==> src/rtl/trace_mon_pkg.sv <==
// Shared definitions for the processor run monitor: state encoding,
// default tap widths and width helpers.
package trace_mon_pkg;

    localparam int unsigned DEF_AWIDTH    = 5;
    localparam int unsigned DEF_DWIDTH    = 8;
    localparam int unsigned TRACE_ENTRY_W = 2 * DEF_DWIDTH + DEF_AWIDTH;

    typedef logic [1:0] state_t;

    localparam state_t ST_IDLE    = 2'b00;
    localparam state_t ST_RUN     = 2'b01;
    localparam state_t ST_HALTED  = 2'b10;
    localparam state_t ST_TIMEOUT = 2'b11;

    // Occupancy counter must represent 0..DEPTH inclusive.
    function automatic int unsigned cnt_width(input int unsigned depth);
        return $clog2(depth) + 1;
    endfunction

    function automatic int unsigned entry_width(input int unsigned aw, input int unsigned dw);
        return 2 * dw + aw;
    endfunction

endpackage

==> src/rtl/trace_ring_buffer.sv <==
// Circular trace store: overwrite-on-full, registered read port,
// occupancy count and sticky overflow flag.
module trace_ring_buffer #(
    parameter int unsigned DEPTH = 16,
    parameter int unsigned WIDTH = 21
) (
    input  logic                     clk,
    input  logic                     rst,
    input  logic                     clear,
    input  logic                     push,
    input  logic                     pop,
    input  logic [WIDTH-1:0]         wr_data,
    output logic [WIDTH-1:0]         rd_data,
    output logic                     rd_valid,
    output logic [$clog2(DEPTH):0]   count,
    output logic                     overflow
);

    localparam int unsigned PTR_W = $clog2(DEPTH);
    localparam int unsigned CW    = PTR_W + 1;

    logic [WIDTH-1:0] mem [DEPTH];
    logic [PTR_W-1:0] wr_ptr;
    logic [PTR_W-1:0] rd_ptr;
    logic             full_c;
    logic             pop_ok_c;
    logic             wrap_c;

    assign full_c   = (count == CW'(DEPTH));
    assign pop_ok_c = pop && (count != '0);
    // A push into a full ring drops the oldest entry by advancing the read side.
    assign wrap_c   = push && full_c && !pop_ok_c;

    always_ff @(posedge clk) begin
        if (push && !clear) begin
            mem[wr_ptr] <= wr_data;
        end
    end

    always_ff @(posedge clk or negedge rst) begin
        if (!rst) begin
            wr_ptr   <= '0;
            rd_ptr   <= '0;
            count    <= '0;
            overflow <= 1'b0;
            rd_valid <= 1'b0;
            rd_data  <= '0;
        end else if (clear) begin
            wr_ptr   <= '0;
            rd_ptr   <= '0;
            count    <= '0;
            overflow <= 1'b0;
            rd_valid <= 1'b0;
        end else begin
            rd_valid <= pop_ok_c;
            if (pop_ok_c) begin
                rd_data <= mem[rd_ptr];
            end
            if (push) begin
                wr_ptr <= wr_ptr + PTR_W'(1);
            end
            if (pop_ok_c || wrap_c) begin
                rd_ptr <= rd_ptr + PTR_W'(1);
            end
            if (wrap_c) begin
                overflow <= 1'b1;
            end
            if (push && !full_c && !pop_ok_c) begin
                count <= count + CW'(1);
            end else if (pop_ok_c && !push) begin
                count <= count - CW'(1);
            end
        end
    end

endmodule

==> src/rtl/proc_trace_monitor.sv <==
// Run monitor for the accumulator processor: commit trace capture,
// cycle/instruction counters, halt and watchdog detection, post-mortem readout.
module proc_trace_monitor
    import trace_mon_pkg::*;
#(
    parameter int unsigned AWIDTH  = DEF_AWIDTH,
    parameter int unsigned DWIDTH  = DEF_DWIDTH,
    parameter int unsigned DEPTH   = 16,
    parameter int unsigned TIMEOUT = 1000000,
    parameter int unsigned CNT_W   = 32
) (
    input  logic                              clk,
    input  logic                              rst,
    input  logic                              en_i,
    input  logic                              clear_i,
    input  logic                              commit_i,
    input  logic                              halt_i,
    input  logic [AWIDTH-1:0]                 pc_i,
    input  logic [DWIDTH-1:0]                 ir_i,
    input  logic [DWIDTH-1:0]                 acc_i,
    input  logic                              rd_req_i,
    output logic [entry_width(AWIDTH, DWIDTH)-1:0] rd_data_o,
    output logic                              rd_valid_o,
    output logic [cnt_width(DEPTH)-1:0]       count_o,
    output logic                              overflow_o,
    output logic [CNT_W-1:0]                  cycle_cnt_o,
    output logic [CNT_W-1:0]                  instr_cnt_o,
    output logic [1:0]                        state_o
);

    localparam int unsigned ENTRY_W = entry_width(AWIDTH, DWIDTH);

    state_t             state;
    state_t             state_nxt;
    logic               push_c;
    logic               pop_c;
    logic               run_c;
    logic               timeout_hit_c;
    logic [ENTRY_W-1:0] entry_c;

    assign entry_c       = {pc_i, ir_i, acc_i};
    assign timeout_hit_c = (cycle_cnt_o == CNT_W'(TIMEOUT - 1));
    assign state_o       = state;

    // State register
    always_ff @(posedge clk or negedge rst) begin
        if (!rst) begin
            state <= ST_IDLE;
        end else begin
            state <= state_nxt;
        end
    end

    // Next-state logic; halt outranks the watchdog
    always_comb begin
        state_nxt = state;
        if (clear_i) begin
            state_nxt = ST_IDLE;
        end else begin
            case (state)
                ST_IDLE: begin
                    if (en_i) begin
                        state_nxt = ST_RUN;
                    end
                end
                ST_RUN: begin
                    if (halt_i) begin
                        state_nxt = ST_HALTED;
                    end else if (en_i && timeout_hit_c) begin
                        state_nxt = ST_TIMEOUT;
                    end
                end
                default: state_nxt = state;
            endcase
        end
    end

    // Control strobes derived from the current state
    always_comb begin
        push_c = 1'b0;
        pop_c  = 1'b0;
        run_c  = 1'b0;
        if (!clear_i) begin
            case (state)
                ST_RUN: begin
                    run_c  = en_i;
                    push_c = en_i && commit_i;
                end
                ST_HALTED, ST_TIMEOUT: begin
                    pop_c = rd_req_i;
                end
                default: begin
                    run_c = 1'b0;
                end
            endcase
        end
    end

    // Cycle and saturating instruction counters
    always_ff @(posedge clk or negedge rst) begin
        if (!rst) begin
            cycle_cnt_o <= '0;
            instr_cnt_o <= '0;
        end else if (clear_i) begin
            cycle_cnt_o <= '0;
            instr_cnt_o <= '0;
        end else begin
            if (run_c) begin
                cycle_cnt_o <= cycle_cnt_o + CNT_W'(1);
            end
            if (push_c && (instr_cnt_o != '1)) begin
                instr_cnt_o <= instr_cnt_o + CNT_W'(1);
            end
        end
    end

    trace_ring_buffer #(
        .DEPTH (DEPTH),
        .WIDTH (ENTRY_W)
    ) u_ring (
        .clk      (clk),
        .rst      (rst),
        .clear    (clear_i),
        .push     (push_c),
        .pop      (pop_c),
        .wr_data  (entry_c),
        .rd_data  (rd_data_o),
        .rd_valid (rd_valid_o),
        .count    (count_o),
        .overflow (overflow_o)
    );

endmodule
==> config.mk <==
export PLATFORM = sky130hd
export DESIGN_NAME = proc_trace_monitor
export DESIGN_NICKNAME = d
export VERILOG_FILES = /design/src/rtl/trace_mon_pkg.sv /design/src/rtl/trace_ring_buffer.sv /design/src/rtl/proc_trace_monitor.sv
export SDC_FILE = /design/constraint.sdc
export NUM_CORES = 1
export LEC_CHECK = 0
export ABC_AREA = 1
export CAP_MARGIN = 20
export CORE_ASPECT_RATIO = 1.75
export CORE_UTILIZATION = 54
export DETAILED_ROUTE_END_ITERATION = 8
export PLACE_DENSITY = 0.71
export SYNTH_ARGS = -nofsm -noshare
export SYNTH_HDL_FRONTEND = slang
export SYNTH_SLANG_ARGS = --single-unit
==> constraint.sdc <==
create_clock -name clk -period 2.95 [get_ports clk]
set_input_delay 0.295 -clock clk [delete_from_list [all_inputs] [get_ports clk]]
set_output_delay 0.295 -clock clk [all_outputs]
set_load 0.01 [all_outputs]
==> run metrics, run 1 <==
status=finished, final reports clean; synthesized instance count=1,971; Worst path max stage delay=0.48 ns; DR vias/cell=5.60; pwr dens=622 mW/mm2; Die X=145 um; Top cell by count, worst path=nand2_1; antenna violations before repair=0; CTS clk-pin slew, worst paths=0.07 ns; Primary FF master, synth=edfxtp_1; post_cts resized=0; Synth Register Bits=438; WP data required=3.43 ns; post-synthesis cell type count=36; reg2reg setup slack=0.75 ns; worst-margin pin slew=1.10 ns; Ys Warns=0; worst reg2reg path depth=12; Die Y=252 um; Slew HR=26.3%; GPL Wtd Cong=0.960; R2R Path End=u_ring.count[4]$_DFFE_PN0P_; CTS tree=yes; CP max-delay cell=fa_1; max-cap viol count=0; layout cells sized above 1=7.34%; total CTS buffers=41; Root Buffer Master=clkbuf_16; Critical Path Source Type=register; Num Clock Sinks=438; Leak=8.49 nW; EDFF count, synth=336; global-route wire length before repair=77,800 um; CP Max Fanout=8; H-tree level count=2; Clock Tree Buf Depth=3; Async S/R FF share, synth=23.3%; Post-Syn Area=0.0193 mm2; Total Neg Setup Slack=0 ns; worst setup path category=register to register; Ports=122; Max Freq=455 MHz; fin crit share=74.5%; Fin Hold WS=0.423 ns; Post-Route WL=49,300 um; Avg WL per Cell=19.0 um; worst hold path class=primary input to async pin; IO buf count=121; Critical Path End Type=register; post-route antenna net violation count=0; total power=0.0141 W; post-synth net total=2,011; HPWL Detailed=31,800 um; DRC errors left=0; final hold violation count=0; Max Slew Vio Count=0; clock latency at the later pin of the worst-skew pair=0.55 ns; FF-to-FF Start=state_o[1]$_DFFE_PN0P_; initial DRC count=930; Avg Synthesized Cell Area=9.81 um2; maximum VDD drop=0.549 mV; Initial Utilization=54.8%; Nets=2,132; RSZ-0062 raised after global routing=no; final setup vio count=0; core area=0.0353 mm2; n_diodes=0; vias after detailed routing=14.5k; Max Clock Skew=0.0198 ns; Congestion Overflow GR=0; worst path cell trace=inv_1 -> nand2_1 -> nor3_4 -> nand2_1 -> fa_1 -> nand3_1 -> nand2_1 -> nand2_1 -> nand2_1 -> nand2_1 -> nand3_1 -> o21ai_1; total track usage=27.5%; number of global-route vias before repair=14.4k; largest net degree at the start of global routing=172; DR pass1 iterations=5; row count=91; Die ar.=0.0366 mm2; post-layout min period=2.20 ns; Area Growth Syn to Fin=17.2%; sequential fraction of the synthesis area=65.4%; Arrival @ worst endpoint=2.67 ns
## metal layers
layer,vias up,wire (um),global-route usage (%)
met5,-,0,0
met2,510,25900,49.7
met4,0,1940,12.8
met3,114,2320,3.09
met1,6987,19000,32.9
li1,6896,-,-
## cell usage after synthesis, types with 2 or more instances
library cell / instances / area [um2]
nand2_2: 3 / 18.8
nor3_1: 13 / 65.1
buf_6: 3 / 33.8
o21ai_0: 192 / 961
nand2_4: 3 / 33.8
and3_1: 2 / 12.5
o21ai_1: 6 / 30.0
clkbuf_1: 38 / 143
nand3_1: 181 / 906
buf_1: 16 / 60.1
nand2_1: 379 / 1420
o21a_1: 2 / 15.0
edfxtp_1: 336 / 10100
inv_1: 83 / 312
xnor2_1: 2 / 17.5
buf_2: 29 / 145
nor2_2: 6 / 37.5
a21oi_1: 22 / 110
xor2_1: 8 / 70.1
nor2_4: 3 / 33.8
ha_1: 11 / 138
or2_2: 3 / 18.8
nand4_1: 27 / 169
inv_2: 5 / 18.8
dfrtp_1: 102 / 2550
nor2_1: 486 / 1820
## placed cells by master, fill, tap and decap left out, drive strengths merged
| cell type | n |
|---|---|
| a21oi | 23 |
| a22o | 1 |
| and3 | 2 |
| buf | 44 |
| bufinv | 8 |
| clkbuf | 54 |
| clkdlybuf4s50 | 120 |
| clkinv | 14 |
| clkinvlp | 2 |
| dfrtp | 102 |
| dlygate4sd3 | 1 |
| edfxtp | 336 |
| fa | 1 |
| ha | 11 |
| inv | 88 |
| nand2 | 385 |
| nand3 | 181 |
| nand3b | 1 |
| nand4 | 27 |
| nor2 | 495 |
| nor3 | 14 |
| nor3b | 1 |
| nor4 | 1 |
| o21a | 2 |
| o21ai | 198 |
| or2 | 3 |
| xnor2 | 2 |
| xor2 | 8 |
## metrics by stage
step	utilization (%)	setup WS, ns	instances	area, um2
floorplan	-	0.498	1971	19300
global placement	60.0	0.396	2513	21200
detailed placement	60.0	0.375	2513	21200
CTS	64.2	0.763	2590	22700
global route	64.2	0.569	2590	22700
finish	64.2	0.753	2590	22700
## worst max-delay path, delay by kind of cell, from the launching register on
kind | cells | cell delay (ns)
fa+ha+maj | 1 | 0.48
flops | 1 | 0.43
buf+inv | 1 | 0.09
simple gates | 9 | 1.04
compound gates | 1 | 0.08
## where the power goes
group	leakage, nW	switching [W]	internal, W
Sequential	4.41	0.000140	0.00684
Combinational	3.36	0.000803	0.000565
Clock	0.718	0.00229	0.00346
Total	8.49	0.00324	0.0109
## cell type report
cell class	instances	area (um2)
inverters	90	344
clock buffers	54	1150
multi-input cells	1356	6000
clock inverters	22	328
repair buffers	165	1600
flip-flops and latches	438	12600
fillers	2845	12600
well taps	465	582
## state kept, by name, indices dropped and copies added, names as in the netlist
name,cells
cycle_cnt_o,32
u_ring.overflow,1
u_ring.rd_ptr,4
u_ring.wr_ptr,4
u_ring.rd_data,21
u_ring.rd_valid,1
instr_cnt_o,32
u_ring.mem,336
state_o,2
u_ring.count,5
## how the worst max path moves through the flow
stage                                 startpoint                           to  slack, ns  depth (start not counted)
final                     state_o[1]$_DFFE_PN0P_  u_ring.count[4]$_DFFE_PN0P_       0.75                         12
after global routing      state_o[1]$_DFFE_PN0P_  u_ring.count[4]$_DFFE_PN0P_       0.57                         12
after global placement                      en_i  u_ring.count[4]$_DFFE_PN0P_       0.40                         12
after detailed placement                    en_i  u_ring.count[4]$_DFFE_PN0P_       0.37                         11
after floorplan           state_o[1]$_DFFE_PN0P_   u_ring.mem[0][0]$_DFFE_PP_       0.50                          6
after CTS                 state_o[1]$_DFFE_PN0P_  u_ring.count[4]$_DFFE_PN0P_       0.76                         12
## timing repair
action	4_1_cts	5_1_grt
endpoints found under the setup margin	0	0
buffers inserted	0	0
hold buffers	1	0
hold endpoints to repair	62	0
## cell families after synthesis
logic type	Yosys count	synth area share, %
compound gates	224	5.86
xor+xnor	10	0.453
flops	438	65.4
simple gates	1110	23.7
buf+inv	177	3.79
fa+ha+maj	12	0.815
Power figures use the tool's default switching activity.
==> run 2, diff against run 1 <==
--- a/config.mk
+++ b/config.mk
@@ -10,7 +10,7 @@
 export CORE_ASPECT_RATIO = 1.75
 export CORE_UTILIZATION = 54
 export DETAILED_ROUTE_END_ITERATION = 8
-export PLACE_DENSITY = 0.71
+export PLACE_DENSITY = 0.74
 export SYNTH_ARGS = -nofsm -noshare
 export SYNTH_HDL_FRONTEND = slang
 export SYNTH_SLANG_ARGS = --single-unit
==> constraint.sdc (replaced) <==
create_clock -name clk -period 2 [get_ports clk]
set_input_delay 0.2 -clock clk [delete_from_list [all_inputs] [get_ports clk]]
set_output_delay 0.2 -clock clk [all_outputs]
set_load 0.01 [all_outputs]
==> run 2 against run 1 <==
- critical path type unchanged
- register-to-register slack worse by 0.63 ns
- clock skew is 0.0012 ns higher
- largest power group unchanged
- critical endpoint is now instr_cnt_o[3]$_DFFE_PN0P_
- sequential power rose by 48%
- cell area rose by 3.7%
==> run metrics, run 2 (same netlist as run 1, synthesis figures left out) <==
internal power=0.0156 W; WP data required=2.42 ns; row count=91; CP Max Fanout=18; DR vias/cell=5.64; Worst path max stage delay=0.40 ns; H-tree level count=2; Design Area, Final=0.0235 mm2; status=finished, final reports clean; biggest regs=u_ring.mem (336), cycle_cnt_o (32), instr_cnt_o (32); grt met1 use=32.4%; n_diodes=0; Clock Tree Buf Depth=3; Max Clock Skew=0.0210 ns; max reg flops=336; Root Buffer Master=clkbuf_16; DRC errors left=0; CTS tree=yes; met2 GRT Util=52.0%; HPWL Detailed=33,700 um; worst path cell trace=ha_2 -> nand2_2 -> nor2_4 -> nand2_4 -> nor2_4 -> nand2_2 -> nand2_4 -> inv_2 -> buf_12 -> nand4_1 -> nand2_1; Setup WS post-layout=0.121 ns; final setup vio count=0; Critical Path End Type=register; Seq pwr share=50.4%; vias after detailed routing=15.0k; RSZ-0062 raised after global routing=yes; Slew HR=50.0%; pre-CTS setup slack=-0.238 ns; final hold violation count=0; Max Freq=532 MHz; Critical Path Source Type=register; Arrival @ worst endpoint=2.30 ns; Post-Route WL=51,200 um; Die ar.=0.0366 mm2; GPL Wtd Cong=0.971; placed cell area=0.0220 mm2; initial DRC count=1,091; total CTS buffers=40; post-layout min period=1.88 ns; Die Y=252 um; Leak=8.91 nW; Nets=2,207; worst setup path category=register to register; Ports=122; Congestion Overflow GR=0; Die X=145 um; global-route wire length before repair=79,700 um; most frequent cells in the layout=469 x nor2_1, 378 x nand2_1, 336 x edfxtp_1; number of global-route vias before repair=15.0k; global-route track usage on met3=3.16%; antenna violations before repair=0; Sw Share=23.6%; maximum VDD drop=0.871 mV; Sw Pwr=0.00480 W; fin crit share=93.9%; DR pass1 iterations=5; CTS clk-pin slew, worst paths=0.07 ns; Max Slew Vio Count=0; layout cells sized above 1=10.6%; Initial Utilization=54.8%; Num Clock Sinks=438; worst-margin pin slew=0.748 ns; Avg WL per Cell=19.2 um; post-route antenna net violation count=0; total track usage=28.3%; IO buf count=121; GR peak layer=met2; largest net degree at the start of global routing=97; core area=0.0353 mm2; clock latency at the later pin of the worst-skew pair=0.56 ns; Most flops, register=u_ring.mem; clock network fraction of total power=38.5%; CP max-delay cell=dfrtp_1; most common cell after layout, fill and taps aside=nor2_1; Area Growth Syn to Fin=21.5%; worst hold path class=primary input to async pin; Logic pwr share=11.2%; pwr dens=867 mW/mm2; max-cap viol count=0
## run 2: cell types whose count changed in the layout (fill, tap and decap cells not counted), moves of 3 or more
cell / change
buf_4: +48
clkbuf_8: +5
buf_12: +25
nor2_2: -3
bufinv_16: -4
nor2_4: +4
## run 2: what timing repair did
item	in CTS	in global routing
setup endpoints to repair	3	36
hold buffers	1	0
gates resized for setup	1	9
cloned	0	2
pin swaps	0	3
hold endpoints to repair	54	0
buffers inserted	0	3
## run 2: path summary, 6_finish.rpt
kind                       slack (ns)  cells past startpoint                              to                            from
max                              0.12                     11      instr_cnt_o[3]$_DFFE_PN0P_      instr_cnt_o[0]$_DFFE_PN0P_
min reg2reg                      0.48                      2  u_ring.rd_data[20]$_DFFE_PN0P_  u_ring.rd_data[20]$_DFFE_PN0P_
max in group asynchronous        1.20                      3   u_ring.rd_data[8]$_DFFE_PN0P_                             rst
min                              0.14                      2     cycle_cnt_o[12]$_DFFE_PN0P_                             rst
max reg2reg                      0.12                     11      instr_cnt_o[3]$_DFFE_PN0P_      instr_cnt_o[0]$_DFFE_PN0P_
min in group clk                 0.44                      2      u_ring.mem[3][9]$_DFFE_PP_                         ir_i[1]
## run 2: critical path: cells and delay by family (launching register included)
family	cells	cell delay [ns]
buf+inv	2	0.25
simple gates	8	0.89
flops	1	0.40
fa+ha+maj	1	0.21
## run 2: layout make-up
class                   count  area, um2
inverters                  90        344
multi-input cells        1356       6050
repair buffers            241       2530
clock inverters            17        204
flip-flops and latches    438      12600
fillers                  2767      11800
clock buffers              56       1130
well taps                 465        582
## run 2: routing by layer
| metal | vias up | routed length [um] |
|---|---|---|
| met5 | - | 0 |
| met4 | 0 | 2320 |
| met3 | 144 | 2900 |
| met2 | 636 | 27200 |
| met1 | 7196 | 18800 |
| li1 | 7047 | - |
## run 2: power groups by stage
stage          logic, W  registers [W]  clock network [W]
6_report        0.00228         0.0103            0.00783
5_1_grt         0.00250         0.0103            0.00827
2_1_floorplan  0.000874         0.0106                  0
3_3_place_gp    0.00223         0.0104                  0
3_5_place_dp    0.00226         0.0104                  0
4_1_cts         0.00227         0.0103            0.00795
## run 2: through the flow
| step | TNS (ns) | hold WS (ns) | power, W | cells | util (%) |
|---|---|---|---|---|---|
| after global routing | -0.0182 | 0.186 | 0.0210 | 2663 | 66.5 |
| after detailed placement | -49.65 | 0.182 | 0.0127 | 2584 | 62.4 |
| after CTS | 0 | 0.138 | 0.0205 | 2658 | 66.2 |
| after global placement | -42.09 | 0.182 | 0.0127 | 2584 | 62.4 |
| after floorplan | -45.99 | -0.0956 | 0.0114 | 1971 | - |
| final | 0 | 0.140 | 0.0204 | 2663 | 66.5 |
==> run 3, diff against run 2 <==
==> constraint.sdc (replaced) <==
create_clock -name clk -period 2 [get_ports clk]
set_input_delay 0.2 -clock clk [delete_from_list [all_inputs] [get_ports clk]]
set_output_delay 0.2 -clock clk [all_outputs]
set_load 0.1 [all_outputs]
==> run 3 against run 2 <==
- clock skew is essentially flat
- via count shrank 1.4%
- final cell count shrank 1.1%
- fmax shrank 2.0%
- critical path type unchanged
- largest power group unchanged
- highest routed layer unchanged
==> run metrics, run 3 (same netlist as run 1, synthesis figures left out) <==
largest net degree at the start of global routing=81; most frequent cells in the layout=467 x nor2_1, 374 x nand2_1, 336 x edfxtp_1; worst path cell trace=inv_4 -> nand2_4 -> nor3_4 -> buf_4 -> nand2_4 -> nor2_4 -> buf_4; Clock Tree Buf Depth=3; n_diodes=0; Congestion Overflow GR=0; Post-Route WL=50,700 um; core area=0.0353 mm2; placed cell area=0.0219 mm2; total CTS buffers=39; worst-margin pin slew=0.671 ns; WP data required=2.24 ns; global-route wire length before repair=79,300 um; pwr dens=942 mW/mm2; cell family with most CP delay=simple AND/OR/NAND/NOR gates; IO buf count=121; Leak=8.88 nW; Max Slew Vio Count=0; Max Freq=522 MHz; final-layout fill cell count=2,735; worst setup path category=register to register; Slew HR=55.1%; Die X=145 um; RSZ-0062 raised after global routing=yes; status=finished, final reports clean; Design Area, Final=0.0232 mm2; Max Clock Skew=0.0211 ns; clock latency at the later pin of the worst-skew pair=0.55 ns; post-route antenna net violation count=0; vias after detailed routing=14.8k; Root Buffer Master=clkbuf_16; Nets=2,179; Worst path max stage delay=0.49 ns; total power=0.0219 W; final hold violation count=0; fin crit share=95.8%; Ports=122; initial DRC count=911; Critical Path Source Type=register; CTS tree=yes; H-tree level count=2; CP Max Fanout=11; number of global-route vias before repair=14.9k; Initial Utilization=54.8%; GPL Wtd Cong=0.959; Num Clock Sinks=438; row count=91; layout cells sized above 1=16.4%; max reg flops=336; Die Y=252 um; worst path buffer plus inverter count=3; Die ar.=0.0366 mm2; most common cell after layout, fill and taps aside=nor2_1; worst hold path class=primary input to async pin; Most flops, register=u_ring.mem; Arrival @ worst endpoint=2.16 ns; antenna violations before repair=0; final setup vio count=0; maximum VDD drop=0.885 mV; DRC errors left=0; Avg WL per Cell=19.3 um; DR pass1 iterations=5; DR vias/cell=5.62; total track usage=28.2%; post-layout min period=1.92 ns; CTS clk-pin slew, worst paths=0.07 ns; biggest regs=u_ring.mem (336), cycle_cnt_o (32), instr_cnt_o (32); HPWL Detailed=33,600 um; CP max-delay cell=dfrtp_4; max-cap viol count=0; Area Growth Syn to Fin=20.2%; Critical Path End Type=register
## run 3: cell types whose count changed in the layout (fill, tap and decap cells not counted), moves of 4 or more
cell | previous run | this run
clkdlybuf4s50_1 | 120 | 26
dfrtp_2 | 2 | 49
nand2_1 | 378 | 374
nor2_4 | 7 | 19
dfrtp_4 | 1 | 5
buf_4 | 87 | 153
dfrtp_1 | 99 | 48
nand2_4 | 3 | 9
clkbuf_8 | 8 | 1
nor2_2 | 19 | 9
buf_12 | 30 | 34
clkinv_1 | 5 | 9
## run 3: timing repair
action	4_1_cts	5_1_grt
hold buffers	1	0
hold endpoints to repair	55	0
endpoints found under the setup margin	0	76
gates resized for setup	0	6
setup buffers	0	1
## run 3: final timing paths
check                                               startpoint                             end  slack, ns  cells after the start
worst max-delay path                    state_o[1]$_DFFE_PN0P_    u_ring.mem[14][12]$_DFFE_PP_       0.08                      7
worst min-delay path                                       rst      cycle_cnt_o[6]$_DFFE_PN0P_       0.16                      2
worst max register to register          state_o[1]$_DFFE_PN0P_    u_ring.mem[14][12]$_DFFE_PP_       0.08                      7
worst min register to register  u_ring.rd_data[16]$_DFFE_PN0P_  u_ring.rd_data[16]$_DFFE_PN0P_       0.48                      2
max in group asynchronous                                  rst      cycle_cnt_o[8]$_DFFE_PN0P_       1.22                      3
min in group clk                                        halt_i          state_o[0]$_DFFE_PN0P_       0.42                      6
## run 3: stage by stage
stage / instances / TNS, ns / util (%) / setup slack, ns / hold WS, ns
finish: 2634 / 0 / 65.8 / 0.0835 / 0.158
global route: 2634 / -0.00526 / 65.8 / -0.00526 / 0.178
CTS: 2633 / 0 / 65.7 / 0.0101 / 0.153
detailed placement: 2561 / -35.16 / 62.0 / -0.171 / 0.184
global placement: 2561 / -27.26 / 62.0 / -0.179 / 0.177
floorplan: 1971 / -35.08 / - / -0.154 / -0.0956
## run 3: worst reg2reg max path, stage by stage, from the launching register on
cell     delay [ns]
dfrtp_4        0.49
inv_4          0.07
nand2_4        0.05
nor3_4         0.20
buf_4          0.28
nand2_4        0.13
nor2_4         0.18
buf_4          0.20
## run 3: routing by layer
layer / up-vias / global-route usage (%) / share of wire, % / wire length, um
met5: - / 0 / 0 / 0
met4: 0 / 15.1 / 4.7 / 2370
met3: 134 / 3.07 / 5.6 / 2840
met2: 577 / 51.6 / 53 / 26800
met1: 7115 / 32.1 / 37 / 18700
li1: 6984 / - / - / -
## run 3: area by class of cell
cell class,instances,area (um2),area share [%]
clock buffer,47,1020,4.37
timing repair buffer,214,2100,9.04
clock inverter,24,294,1.27
tap,465,582,2.50
sequential,438,12700,54.8
multi-input combinational,1356,6170,26.6
inverter,90,347,1.49
## run 3: power breakdown
| part | total, W | internal [W] | switching (W) |
|---|---|---|---|
| logic | 0.00389 | 0.000885 | 0.00301 |
| clock network | 0.00769 | 0.00443 | 0.00326 |
| registers | 0.0103 | 0.0101 | 0.000192 |
| total | 0.0219 | 0.0154 | 0.00646 |
